`src/rtl/display_scanner_if.sv`:
```
// display_scanner_if: load/ack handshake plus anode/segment drive bundle for display_scanner.
interface display_scanner_if #(parameter int DIGITS = 4);
    logic [4*DIGITS-1:0] value;
    logic [DIGITS-1:0]   dp_in;
    logic                load;
    logic                load_ack;
    logic [DIGITS-1:0]   an;
    logic [6:0]          seg;
    logic                dp;
    modport master(output value, dp_in, load, input load_ack, an, seg, dp);
    modport slave(input value, dp_in, load, output load_ack, an, seg, dp);
endinterface

```
`src/rtl/display_scanner.sv`:
```
// display_scanner: multiplexed common-anode 7-segment driver with frame-aligned value commit.
// Optional LEADING_ZERO_BLANK_EN blanks leading zero digits (digit 0 always lit).
module display_scanner #(parameter int DIGITS = 4) (
    input  logic clk,
    input  logic rst_n,
    input  logic scan_clk_i,
    display_scanner_if.slave bus
);
    logic [2:0]          sync_q;
    logic [2:0]          idx_q;
    logic                pend_q, ack_q, dp_q;
    logic [4*DIGITS-1:0] pend_val_q, act_val_q;
    logic [DIGITS-1:0]   pend_dp_q, act_dp_q, an_q, an_d;
    logic [6:0]          seg_q, seg_d, dec;
    logic                dp_d, tick, wrap, commit, blank;
    logic [31:0]         val_x;
    logic [7:0]          dp_x;
    logic [3:0]          nib;
    assign tick   = sync_q[1] & ~sync_q[2];
    assign wrap   = idx_q == 3'(DIGITS - 1);
    assign commit = tick & wrap & pend_q;
    assign val_x  = 32'(act_val_q);
    assign dp_x   = 8'(act_dp_q);
    assign nib    = val_x[{idx_q, 2'b00} +: 4];
`ifdef LEADING_ZERO_BLANK_EN
    // current nibble and every nibble above it are zero
    assign blank  = (idx_q != 3'd0) && ((val_x >> {idx_q, 2'b00}) == 32'd0);
`else
    assign blank  = 1'b0;
`endif
    always_comb begin
        case (nib)
            4'h0: dec = 7'b1000000;
            4'h1: dec = 7'b1111001;
            4'h2: dec = 7'b0100100;
            4'h3: dec = 7'b0110000;
            4'h4: dec = 7'b0011001;
            4'h5: dec = 7'b0010010;
            4'h6: dec = 7'b0000010;
            4'h7: dec = 7'b1111000;
            4'h8: dec = 7'b0000000;
            4'h9: dec = 7'b0010000;
            4'hA: dec = 7'b0001000;
            4'hB: dec = 7'b0000011;
            4'hC: dec = 7'b1000110;
            4'hD: dec = 7'b0100001;
            4'hE: dec = 7'b0000110;
            default: dec = 7'b0001110;
        endcase
    end
    assign an_d  = blank ? '1 : ~(DIGITS'(1) << idx_q);
    assign seg_d = blank ? 7'h7f : dec;
    assign dp_d  = blank | ~dp_x[idx_q];
    always_ff @(posedge clk or negedge rst_n) begin
        if (!rst_n) begin
            sync_q     <= '0;
            idx_q      <= '0;
            pend_q     <= 1'b0;
            ack_q      <= 1'b0;
            pend_val_q <= '0;
            pend_dp_q  <= '0;
            act_val_q  <= '0;
            act_dp_q   <= '0;
            an_q       <= '1;
            seg_q      <= 7'h7f;
            dp_q       <= 1'b1;
        end else begin
            sync_q <= {sync_q[1:0], scan_clk_i};
            if (tick) idx_q <= wrap ? 3'd0 : idx_q + 3'd1;
            ack_q <= commit;
            if (commit) begin
                act_val_q <= pend_val_q;
                act_dp_q  <= pend_dp_q;
            end
            // a load in the commit cycle lands in pend after the old contents moved out
            if (bus.load) begin
                pend_val_q <= bus.value;
                pend_dp_q  <= bus.dp_in;
            end
            pend_q <= bus.load | (pend_q & ~commit);
            an_q   <= an_d;
            seg_q  <= seg_d;
            dp_q   <= dp_d;
        end
    end
    assign bus.load_ack = ack_q;
    assign bus.an       = an_q;
    assign bus.seg      = seg_q;
    assign bus.dp       = dp_q;
endmodule

```
`src/flat_wrapper.sv`:
```
// flat-port wrapper written by rule: the top's interface ports become plain ports
module display_scanner_flat 
#(parameter int DIGITS = 4)
  (clk, rst_n, scan_clk_i, bus_value, bus_dp_in, bus_load, bus_load_ack, bus_an, bus_seg, bus_dp);
  display_scanner_if #(.DIGITS(DIGITS)) bus_i ();
  input  logic clk;
  input  logic rst_n;
  input  logic scan_clk_i;
  input wire logic [$bits(bus_i.value)-1:0] bus_value;
  input wire logic [$bits(bus_i.dp_in)-1:0] bus_dp_in;
  input wire logic [$bits(bus_i.load)-1:0] bus_load;
  output wire logic [$bits(bus_i.load_ack)-1:0] bus_load_ack;
  output wire logic [$bits(bus_i.an)-1:0] bus_an;
  output wire logic [$bits(bus_i.seg)-1:0] bus_seg;
  output wire logic [$bits(bus_i.dp)-1:0] bus_dp;
  assign bus_i.value = bus_value;
  assign bus_i.dp_in = bus_dp_in;
  assign bus_i.load = bus_load;
  assign bus_load_ack = bus_i.load_ack;
  assign bus_an = bus_i.an;
  assign bus_seg = bus_i.seg;
  assign bus_dp = bus_i.dp;
  display_scanner #(.DIGITS(DIGITS)) u_core (.clk(clk), .rst_n(rst_n), .scan_clk_i(scan_clk_i), .bus(bus_i));
endmodule
```
`config.mk`:
```
export PLATFORM = sky130hd
export DESIGN_NAME = display_scanner_flat
export DESIGN_NICKNAME = d
export VERILOG_FILES = /design/src/rtl/display_scanner_if.sv /design/src/rtl/display_scanner.sv /design/src/flat_wrapper.sv
export SDC_FILE = /design/constraint.sdc
export NUM_CORES = 1
export LEC_CHECK = 0
export BUFFER_PORTS_ARGS = -buffer_cell sky130_fd_sc_hd__buf_2
export CORE_AREA = 2 2 105 107
export CTS_BUF_LIST = sky130_fd_sc_hd__clkbuf_8
export CTS_CLUSTER_DIAMETER = 30
export CTS_CLUSTER_SIZE = 20
export DETAILED_ROUTE_END_ITERATION = 8
export DIE_AREA = 0 0 107 109
export PLACE_DENSITY_LB_ADDON = 0.08
export SYNTH_ARGS = -nofsm -noshare
export SYNTH_HDL_FRONTEND = slang
export SYNTH_SLANG_ARGS = --single-unit
```
`constraint.sdc`:
```
create_clock -name clk -period 4.15 [get_ports clk]
set_clock_uncertainty 0.15 [all_clocks]
set_input_delay 0.2075 -clock clk [delete_from_list [all_inputs] [get_ports clk]]
set_output_delay 0.2075 -clock clk [all_outputs]
set_load 0.005 [all_outputs]
```
[Word-level counts from Yosys, hierarchy flattened]
Memory sizes are Yosys's and may differ from the RTL's. A register that Yosys moved wholly into a read port is not among the register bits.
Cells that the tools add are included.
Storage, ports and cells
  output and inout bits: 13
  register bits: 53
  ROM bits: 112
  input port bits: 24
  memories kept: 1
Memories
  (no name shown): words 16, width 7, rd ports 1, clocked after Yosys merged registers in 1, wr ports 0, RTL line display_scanner.sv:32  | case (nib)
Cells by class
  $lt $le $gt $ge: 1
  shifts and indexed selects: 2
  $add $sub $neg: 1
  reductions and logical operators: 1
  bitwise operators: 9
  equality and inequality tests: 1
  muxes and demuxes: 3
Operator list (number)
  $shiftx 32x6->4: 1
  $and 1x1->1: 4
  $lt 3x4->1 const B: 1
  $not 4->4: 1
  $shl 1x3->4 const A: 1
  $add 3x1->3 const B: 1
  $bmux 1 s3: 1
  $eq 3x2->1 const B: 1
  $mux 3: 1
  $not 1->1: 3
  $logic_not 1->1: 1
  $mux 1: 1
  $or 1x1->1: 1

[Logic depth before layout (Yosys ltp)]
Gate-level depths: netlist of run 1.
  word-level depth: 7
  gate-level depth with buffers: 8

[Worst setup path after synthesis of run 1]
No wires, ideal clock.
  kind: register to register
  start: register u_core.idx_q[0]
  end: register u_core.seg_q[6] (netlist: u_core.bus.seg[6])
  arrival time: 2086 ps
  required time: 3918 ps
  period minus slack after synthesis: 2318 ps
  stages on the path, launching flop included: 8
  slack: 1832 ps
  cells stage by stage: dfrtp_1 buf_6 mux4_1 nand2b_1 inv_1 ha_1 mux2_4 a211o_1
Between the ends
  longest elaborated chain between the ends: 1
Ends and longest elaborated chain
  from (decl): RTL line display_scanner.sv:10  | logic [2:0] idx_q;
  from (signal assigned): RTL line display_scanner.sv:69  | if (tick) idx_q <= wrap ? 3'd0 : idx_q + 3'd1;
  $shiftx 32x6->4: RTL line display_scanner.sv:24  | assign nib = val_x[{idx_q, 2'b00} +: 4];
  to (decl): RTL line display_scanner.sv:14  | logic [6:0] seg_q, seg_d, dec;
No other way between the ends.
A chain may end at the register's enable or synchronous reset.

[Worst setup path in the final report of run 1]
Same ends and word-level chain as after synthesis.

==> summary.txt, run 1 <==
Status
  – Run status: completed

Placement
  – GPL Wtd Cong: 0.6866
  – Hpwl dp: 3257 um
  – Placed instance area: 0.002894 sq mm
  – Worst slack, placed: 1534 ps
  – # port buffers: 36

STA
  – Hold Vio Cnt, Final: 0
  – Pins Over Slew Limit: 0
  – Max Fclk: 385.7 MHz
  – Least-Margin Pin Slew: 581.5 ps
  – Period utilization: 0.6248
  – Final setup violation count: 0
  – Fin crit period: 2593 ps
  – RSZ-0062 raised after global routing: no
  – WHS: 199.7 ps
  – Setup TNS: 0 ps
  – Setup WS post-layout: 1557 ps
  – Relative slew margins: 0.6124

Yosys
  – Ys Warns: 0
  – Flops & latches, synth: 60
  – Sequential share of the synthesized area: 0.5838
  – Mean Syn Cell Area: 15.19 sq um
  – Synthesized Nets: 205
  – Synth cell types: 30
  – Cell Area, Synth: 0.002597 sq mm
  – Syn Inst Count: 171

CTS
  – TritonCTS buffer count: 9
  – Clock Latency Late Sink: 330 ps
  – CTS tree: built
  – H-tree levels: 3
  – CTS Sinks: 60
  – Reg clk slew, reported paths: 70 ps
  – Root buf cell: clkbuf_8
  – Clock Tree Buf Depth: 2
  – Postcts setup bufs: 0

Detailed routing
  – DRC Markers: 0
  – WL final: 4907 um
  – Antenna viol nets, final: 0
  – DRT iter0 DRCs: 38
  – Vias: 1532
  – Drt wl/cell: 12.95 um
  – Initial DRT Pass Iterations: 4
  – Post-DR vias/cell: 4.042

Die
  – Starting Density: 0.2450
  – Die footprint: 0.01166 sq mm
  – Ports: 37
  – Chip Height: 109 um
  – Die X: 107 um
  – Num rows: 38
  – Core box area: 0.01060 sq mm

Power and ir drop
  – Total Power: 2.195 mW
  – Switching share of power: 0.3053
  – Peak supply drop: 161.7 uV
  – Static leakage: 1.508 nW
  – Seq pwr share: 0.407
  – Combinational share of power: 0.355
  – Clock Power Share: 0.237
  – P_int: 1.525 mW
  – Sw power: 0.6702 mW
  – Pwr Density: 663.1 mW/mm^2

Global route
  – Number of global-route vias before repair: 1652
  – Pin count of the biggest net entering global routing: 37
  – First-pass GRT wire length: 8452 um
  – GRT overflow: 0
  – GRT Util Overall: 0.09694
  – Initial antenna violation count: 0

Worst setup path
  – Worst setup EP type: flop
  – RR Startpoint: u_core.idx_q[0]
  – CP max stage delay: 690 ps
  – CP arrival: 2700 ps
  – Worst R2R End: u_core.bus.seg[6]
  – Worst Setup Start Kind: flop
  – Worst path cell trace: mux4_1 > nand2b_1 > inv_1 > ha_1 > mux2_4 > a211o_1
  – Largest fanout on the critical path: 8
  – R2R cell count: 6
  – CP required: 4260 ps
  – Critical path class: flop to flop
  – Crit path max-delay cell type: mux4_1
  – Worst reg2reg setup slack: 1560 ps
  – Worst setup startpoint: u_core.idx_q[0]

Min path
  – Worst min-delay path category: flop to flop
  – Hold path startpoint: u_core.sync_q[0]
  – Hold endpoint: u_core.sync_q[1]
  – Hold depth: 0

Layout
  – Area Overhead vs Synth: 27.46%
  – Post-route cell area: 0.003311 sq mm
  – # nets final: 268
  – Antenna cells: 0
  – Share of layout cells above drive strength 1: 0.4393

Run
  – Max cap viols: 0
registers in the layout (all words and copies together) (netlist names), 3 cells and up:
register,cells
u_core.act_val_q,16
u_core.pend_val_q,16
u_core.bus.seg,7
u_core.act_dp_q,4
u_core.bus.an,4
u_core.pend_dp_q,4
u_core.idx_q,3
u_core.sync_q,3
power groups by stage:
stage / logic [mW] / registers [mW] / clock network [mW]
detailed placement: 0.768 / 0.910 / 0
global placement: 0.780 / 0.913 / 0
global route: 0.886 / 0.919 / 0.575
CTS: 0.792 / 0.900 / 0.546
floorplan: 0.652 / 0.868 / 0
finish: 0.780 / 0.894 / 0.521
logic make-up after synthesis:
family          after synthesis  synth area share
flops                        60            0.5838
mux                          50            0.2423
simple gates                 21           0.04431
fa+ha+maj                    10           0.04817
compound gates               14           0.04143
buf+inv                      16           0.03998
cell type report:
| class | instances | area (sq um) |
|---|---|---|
| Multi-Input combinational cell | 95 | 977.2 |
| Clock buffer | 11 | 151.4 |
| Inverter | 8 | 30.03 |
| Timing Repair Buffer | 60 | 415.4 |
| Sequential cell | 60 | 1516 |
| Fill cell | 1092 | 7292 |
| Clock inverter | 5 | 45.04 |
| Tap cell | 140 | 175.2 |
layout by cell type (no fill, tap or decap), types with 2 or more instances in the layout:
| cell | instances |
|---|---|
| nor2_1 | 5 |
| mux4_2 | 2 |
| mux4_1 | 3 |
| o22a_1 | 4 |
| ha_1 | 10 |
| buf_4 | 2 |
| nand2b_1 | 9 |
| mux2i_1 | 4 |
| inv_1 | 12 |
| mux2_2 | 40 |
| dfstp_2 | 12 |
| buf_2 | 36 |
| dfrtp_1 | 48 |
| nor2b_1 | 3 |
| clkbuf_8 | 11 |
| o21ai_0 | 2 |
| dlygate4sd3_1 | 22 |
critical path: cells and delay by family, from the launching register on:
kind	cells	cell delay, ps
adder cells (fa/ha/maj)	1	230
AND/OR/NAND/NOR	1	200
AO/OA/AOI/OAI	1	290
buffers and inverters	1	80
multiplexers	2	960
flip-flops	1	590
how the worst max path moves through the flow:
| stage | end | slack, ps |
|---|---|---|
| global placement | u_core.bus.seg[6] | 1620 |
| CTS | u_core.bus.seg[6] | 1510 |
| detailed placement | u_core.bus.seg[6] | 1530 |
| global route | u_core.bus.seg[6] | 1400 |
| floorplan | u_core.bus.seg[6] | 1830 |
| finish | u_core.bus.seg[6] | 1560 |
routing by layer:
layer,track usage,routed length [um]
met5,0,0
met4,0.05659,104
met3,0.03048,196
met2,0.1401,2166
met1,0.1275,2440
timing repair:
action / 4_1_cts / 5_1_grt
hold endpoints to repair: 34 / 0
hold buffers: 22 / 0
gates resized for setup: 0 / 0
cell usage after synthesis (all sizes together):
cell type,number,share of area
a32oi,1,0.0034
a21oi,1,0.0019
nand2b,9,0.022
a22o,1,0.0034
nor3,1,0.0019
bufbuf,1,0.013
a211o,1,0.0034
or2b,1,0.0029
mux2i,4,0.015
a21boi,1,0.0029
dfstp,12,0.12
clkbuf,4,0.0058
a2bb2oi,1,0.0034
mux2,41,0.18
o21ai,2,0.0039
mux4,5,0.048
nor2,5,0.0072
nand3,1,0.0019
buf,3,0.010
o22a,4,0.013
nand2,1,0.0014
dfrtp,48,0.46
nor2b,3,0.0072
o32ai,1,0.0034
ha,10,0.048
o22ai,1,0.0024
inv,8,0.012
metrics by stage:
step	util	instances
after detailed placement	0.2730	341
after global routing	0.3122	379
after global placement	0.2730	341
after floorplan	-	171
final	0.3122	379
after CTS	0.3122	379
Note: power is estimated with default switching activity, not from simulation.
==> inputs of run 2 (changes only) <==
Settings changed: ABC_AREA from default to 1, CORE_AREA 2 2 105 107 to 2 2 107 109, DIE_AREA 0 0 107 109 to 0 0 109 111.
Clock period 4.15 ns to 2.7 ns, I/O delays scaled along.
==> summary.txt, run 2 <==
Detailed routing
  – WL final: 5662 um
  – Post-DR vias/cell: 4.008
  – Vias: 2012
  – Drt wl/cell: 11.28 um
  – DRC Markers: 0
  – Initial DRT Pass Iterations: 4
  – DRT iter0 DRCs: 58
  – Antenna viol nets, final: 0

Layout
  – Most common cell after layout, fill and taps aside: nand2_1
  – Antenna cells: 0
  – Non-filler cells, final: 502
  – Fill count: 1210
  – Area of the multi-input gates: 942.2 sq um
  – Area Overhead vs Synth: 28.85%
  – # nets final: 388
  – Share of layout cells above drive strength 1: 0.2507
  – Register area: 0.001516 sq mm
  – Most frequent cells in the layout: 88 x nand2_1, 48 x dfrtp_1, 38 x inv_1

Global route
  – First-pass GRT wire length: 10030 um
  – Pin count of the biggest net entering global routing: 42
  – Number of global-route vias before repair: 2047
  – GRT overflow: 0
  – Initial antenna violation count: 0
  – GRT Util Overall: 0.1079

Power and ir drop
  – Static leakage: 1.750 nW
  – Combinational share of power: 0.364
  – Seq pwr share: 0.384
  – Clock Power Share: 0.252
  – P_int: 2.260 mW
  – Sw power: 1.308 mW
  – Pwr Density: 1030 mW/mm^2
  – Peak supply drop: 269.8 uV
  – Total Power: 3.568 mW
  – Switching share of power: 0.3667

Die
  – Chip Height: 111 um
  – Starting Density: 0.2427
  – Ports: 37
  – Num rows: 39
  – Die X: 109 um
  – Core box area: 0.01108 sq mm
  – Die footprint: 0.01210 sq mm

Yosys
  – Largest area contributor in the netlist: dfrtp_1
  – Number of synthesized flops with an enable pin: 0
  – Synth cell types: 23
  – Sequential share of the synthesized area: 0.5640
  – Most instantiated cells after synthesis: 88 x nand2_1, 48 x dfrtp_1, 36 x inv_1, 25 x o21ai_0, 16 x nand3_1
  – Area contributors post-synth: dfrtp_1 45%, nand2_1 12%, dfstp_2 12%, inv_1 5.0%, ha_1 4.7%
  – Syn Inst Count: 293
  – Synthesized Nets: 327
  – Area share of the largest cell type after synthesis: 0.4467
  – Mean Syn Cell Area: 9.177 sq um
  – Cell Area, Synth: 0.002689 sq mm
  – Async S/R FF share, synth: 1.000
  – Ys Warns: 0
  – Count leader, synth: nand2_1
  – Synth Flop Type: dfrtp_1
  – Flops & latches, synth: 60

Worst setup path
  – CP arrival: 2080 ps
  – R2R cell count: 10
  – Crit path max-delay cell type: dfrtp_1
  – Largest fanout on the critical path: 8
  – Worst setup EP type: flop
  – CP max stage delay: 510 ps
  – Critical path class: flop to flop
  – Worst Setup Start Kind: flop
  – Worst path cell trace: inv_2 > nand3_1 > nand2_1 > nor2_1 > inv_1 > ha_1 > inv_1 > nand4_1 > nand3_1 > nand2_1
  – CP required: 2830 ps

STA
  – Period utilization: 0.7247
  – Setup TNS: 0 ps
  – Max Fclk: 511.0 MHz
  – Pins Over Slew Limit: 0
  – Final setup violation count: 0
  – RSZ-0062 raised after global routing: no
  – Relative slew margins: 0.5757
  – WHS: 159.8 ps
  – Hold Vio Cnt, Final: 0
  – Least-Margin Pin Slew: 636.5 ps
  – Fin crit period: 1957 ps

CTS
  – Root buf cell: clkbuf_8
  – Number of gates resized after CTS: 0
  – TritonCTS buffer count: 9
  – CTS Sinks: 60
  – Clock Latency Late Sink: 340 ps
  – Clock Tree Buf Depth: 2
  – Reg clk slew, reported paths: 70 ps
  – H-tree levels: 3
  – Postcts setup bufs: 0
  – CTS tree: built

Placement
  – GPL Wtd Cong: 0.7567
  – # port buffers: 36
  – Hpwl dp: 3916 um
  – Cells after DPL: 464

Min path
  – Hold depth: 3
  – Worst min-delay path category: input pin to flop

Run
  – Max cap viols: 0

Status
  – Run status: completed
run 2: final cells by class:
cell class / instances / area share
sequential: 60 / 0.4377
multi-input combinational: 179 / 0.2719
timing repair buffer: 61 / 0.1293
tap: 143 / 0.05164
inverter: 43 / 0.04659
clock buffer: 10 / 0.03973
clock inverter: 6 / 0.02311
run 2: timing repair:
item,in CTS,in global routing
hold endpoints to repair,36,0
endpoints found under the setup margin,0,0
hold buffers,22,0
run 2: worst max-delay path: cells and delay by family (launching register included):
family                     cells  cell delay, ps
and+or+nand+nor                6             610
DFF                            1             510
buffers and inverters          3             330
adders and majority gates      1             290
run 2: routing by layer:
metal | global-route usage | vias to the layer above | part of all wire
li1 | - | 1041 | -
met1 | 0.1416 | 931 | 0.49
met2 | 0.1607 | 31 | 0.45
met3 | 0.03704 | 9 | 0.040
met4 | 0.04530 | 0 | 0.019
met5 | 0 | - | 0
run 2: kinds of logic (layout without fill, tap and decap cells):
kind of cell / after synthesis / count (layout) / share of synthesized area
AOI/OAI and AO/OA: 48 / 48 / 0.1047
and+or+nand+nor: 121 / 121 / 0.1992
adders and majority gates: 10 / 10 / 0.04653
buffers and inverters: 54 / 120 / 0.08562
DFF: 60 / 60 / 0.5640
run 2: power by group through the flow:
stage          Clock (mW)  Combinational (mW)  Sequential, mW
2_1_floorplan           0               0.952            1.36
3_3_place_gp            0                1.31            1.39
3_5_place_dp            0                1.30            1.39
4_1_cts             0.941                1.33            1.38
5_1_grt             0.984                1.53            1.41
6_report            0.900                1.30            1.37
run 2: per-stage QoR:
stage	instance area, sq um	setup slack, ps	util
3_3_place_gp	3027	790.3	0.2732
4_1_cts	3465	732.6	0.3128
6_report	3465	743.2	0.3128
3_5_place_dp	3027	752.6	0.2732
2_1_floorplan	2689	877.5	-
5_1_grt	3465	530.1	0.3128
run 2: worst paths after layout:
| kind | from | endpoint | slack, ps |
|---|---|---|---|
| max | u_core.idx_q[1] | u_core.bus.seg[3] | 740 |
| min | bus_load | u_core.pend_val_q[10] | 160 |
| max reg2reg | u_core.idx_q[1] | u_core.bus.seg[3] | 740 |
| min reg2reg | u_core.sync_q[0] | u_core.sync_q[1] | 210 |
| max in group asynchronous | rst_n | u_core.bus.an[3] | 1520 |
| min in group asynchronous | rst_n | u_core.pend_dp_q[3] | 200 |
==> inputs of run 3 (changes only) <==
Clock period 2.7 ns to 1.98 ns, I/O delays scaled along.
==> summary.txt, run 3 (same netlist as run 2, synthesis figures left out) <==
Detailed routing
  – WL final: 5727 um
  – Post-DR vias/cell: 4.028
  – DRC Markers: 0
  – Vias: 2050
  – Antenna viol nets, final: 0
  – Drt wl/cell: 11.25 um
  – DRT iter0 DRCs: 65
  – Initial DRT Pass Iterations: 4

Layout
  – # nets final: 395
  – Most common cell after layout, fill and taps aside: nand2_1
  – Share of layout cells above drive strength 1: 0.2814
  – Fill count: 1190
  – Register area: 0.001519 sq mm
  – Antenna cells: 0
  – Area Overhead vs Synth: 30.67%
  – Area of the multi-input gates: 947.2 sq um
  – Most frequent cells in the layout: 87 x nand2_1, 46 x dfrtp_1, 36 x inv_1, 36 x buf_2, 25 x o21ai_0
  – Non-filler cells, final: 509

Worst setup path
  – Worst R2R End: u_core.bus.seg[3]
  – R2R cell count: 11
  – Worst reg2reg setup slack: 210 ps
  – Crit path max-delay cell type: dfrtp_2
  – Critical path class: flop to flop
  – CP arrival: 1890 ps
  – Worst Setup Start Kind: flop
  – Worst path cell trace: buf_6 > nand2_1 > nand3_1 > nand2_2 > nor2_2 > inv_1 > ha_1 > inv_1 > nand4_1 > nand3_1 > nand2_1
  – Top delay family on crit path: simple AND/OR/NAND/NOR gates
  – Worst setup EP type: flop
  – Largest fanout on the critical path: 6
  – Cell depth of the worst setup path: 11
  – CP required: 2100 ps
  – Worst path buffer plus inverter count: 3
  – RR Startpoint: u_core.idx_q[0]
  – CP max stage delay: 440 ps

CTS
  – Root buf cell: clkbuf_8
  – Reg clk slew, reported paths: 70 ps
  – Clock Latency Late Sink: 340 ps
  – Clock Tree Buf Depth: 2
  – CTS Sinks: 60
  – H-tree levels: 3
  – TritonCTS buffer count: 9
  – CTS tree: built

Placement
  – Cells after DPL: 470
  – GPL Wtd Cong: 0.7782
  – Hpwl dp: 3972 um
  – # port buffers: 36

Run
  – Max cap viols: 0

Global route
  – Initial antenna violation count: 0
  – GRT overflow: 0
  – Pin count of the biggest net entering global routing: 43
  – Number of global-route vias before repair: 2083
  – GRT Util Overall: 0.1079
  – First-pass GRT wire length: 10090 um

STA
  – Hold Vio Cnt, Final: 0
  – Fin crit period: 1771 ps
  – RSZ-0062 raised after global routing: no
  – Setup TNS: 0 ps
  – Relative slew margins: 0.5938
  – Least-Margin Pin Slew: 609.3 ps
  – Period utilization: 0.8944
  – Final setup violation count: 0
  – Max Fclk: 564.7 MHz
  – Pins Over Slew Limit: 0

Min path
  – Worst min-delay path category: input pin to async pin

Die
  – Die X: 109 um
  – Starting Density: 0.2427
  – Ports: 37
  – Die footprint: 0.01210 sq mm
  – Core box area: 0.01108 sq mm
  – Chip Height: 111 um
  – Num rows: 39

Power and ir drop
  – Peak supply drop: 438.6 uV
  – Static leakage: 1.762 nW
  – Pwr Density: 1392 mW/mm^2

Status
  – Run status: completed
==> run 3: cell types whose count changed in the layout (fill, tap and decap cells not counted), sizes merged <==
| cell | delta |
|---|---|
| clkinv | +2 |
| inv | -1 |
| buf | +7 |
| clkbuf | -1 |
| clkinvlp | +1 |
| bufinv | -1 |
==> run 3: power by group <==
group          switching [mW]  internal, mW
clock network           0.517         0.587
logic                    1.12         0.777
registers               0.208          1.68
==> run 3: worst register-to-register path, delay by kind of cell (launching register included) <==
| kind | cells | cell delay (ps) |
|---|---|---|
| AND/OR/NAND/NOR | 7 | 580 |
| adder cells (fa/ha/maj) | 1 | 270 |
| buffers and inverters | 3 | 260 |
| flip-flops | 1 | 440 |
==> run 3: worst max path at each step <==
| stage | from | endpoint | slack (ps) |
|---|---|---|---|
| floorplan | u_core.idx_q[0] | u_core.bus.seg[3] | 160 |
| global placement | u_core.idx_q[0] | u_core.bus.seg[0] | 130 |
| detailed placement | u_core.idx_q[0] | u_core.bus.seg[3] | 100 |
| CTS | u_core.idx_q[0] | u_core.bus.seg[3] | 80 |
| global route | u_core.idx_q[0] | u_core.bus.seg[3] | 20 |
| finish | u_core.idx_q[0] | u_core.bus.seg[3] | 210 |
==> run 3: area by class of cell <==
cell class	count	area share
clock inverters	7	0.02172
clock buffers	9	0.03526
well taps	143	0.05093
multi-input cells	179	0.2696
flip-flops and latches	60	0.4323
repair buffers	68	0.1435
inverters	43	0.04665
==> run 3: metrics by stage <==
stage | instance area, sq um | util | setup slack [ps] | hold WS (ps) | power [mW]
after floorplan | 2689 | - | 157.5 | -346.6 | 3.148
after global placement | 3072 | 0.2773 | 127.5 | -68.33 | 3.785
after detailed placement | 3072 | 0.2773 | 96.25 | -61.26 | 3.780
after CTS | 3492 | 0.3153 | 79.79 | 109.8 | 4.963
after global routing | 3513 | 0.3172 | 15.84 | 141.9 | 5.395
final | 3513 | 0.3172 | 209.0 | 105.3 | 4.891
==> run 3: repair_timing <==
item	in CTS	in global routing
setup buffers	0	1
endpoints found under the hold margin	81	0
resized for setup	0	8
endpoints found under the setup margin	0	8
hold buffers	22	0
==> run 3: metal layers <==
layer,wire length (um),vias to the layer above,GRT usage
met5,0,-,0
met4,76,0,0.03590
met3,221,6,0.04115
met2,2637,32,0.1652
met1,2792,956,0.1388
li1,-,1056,-
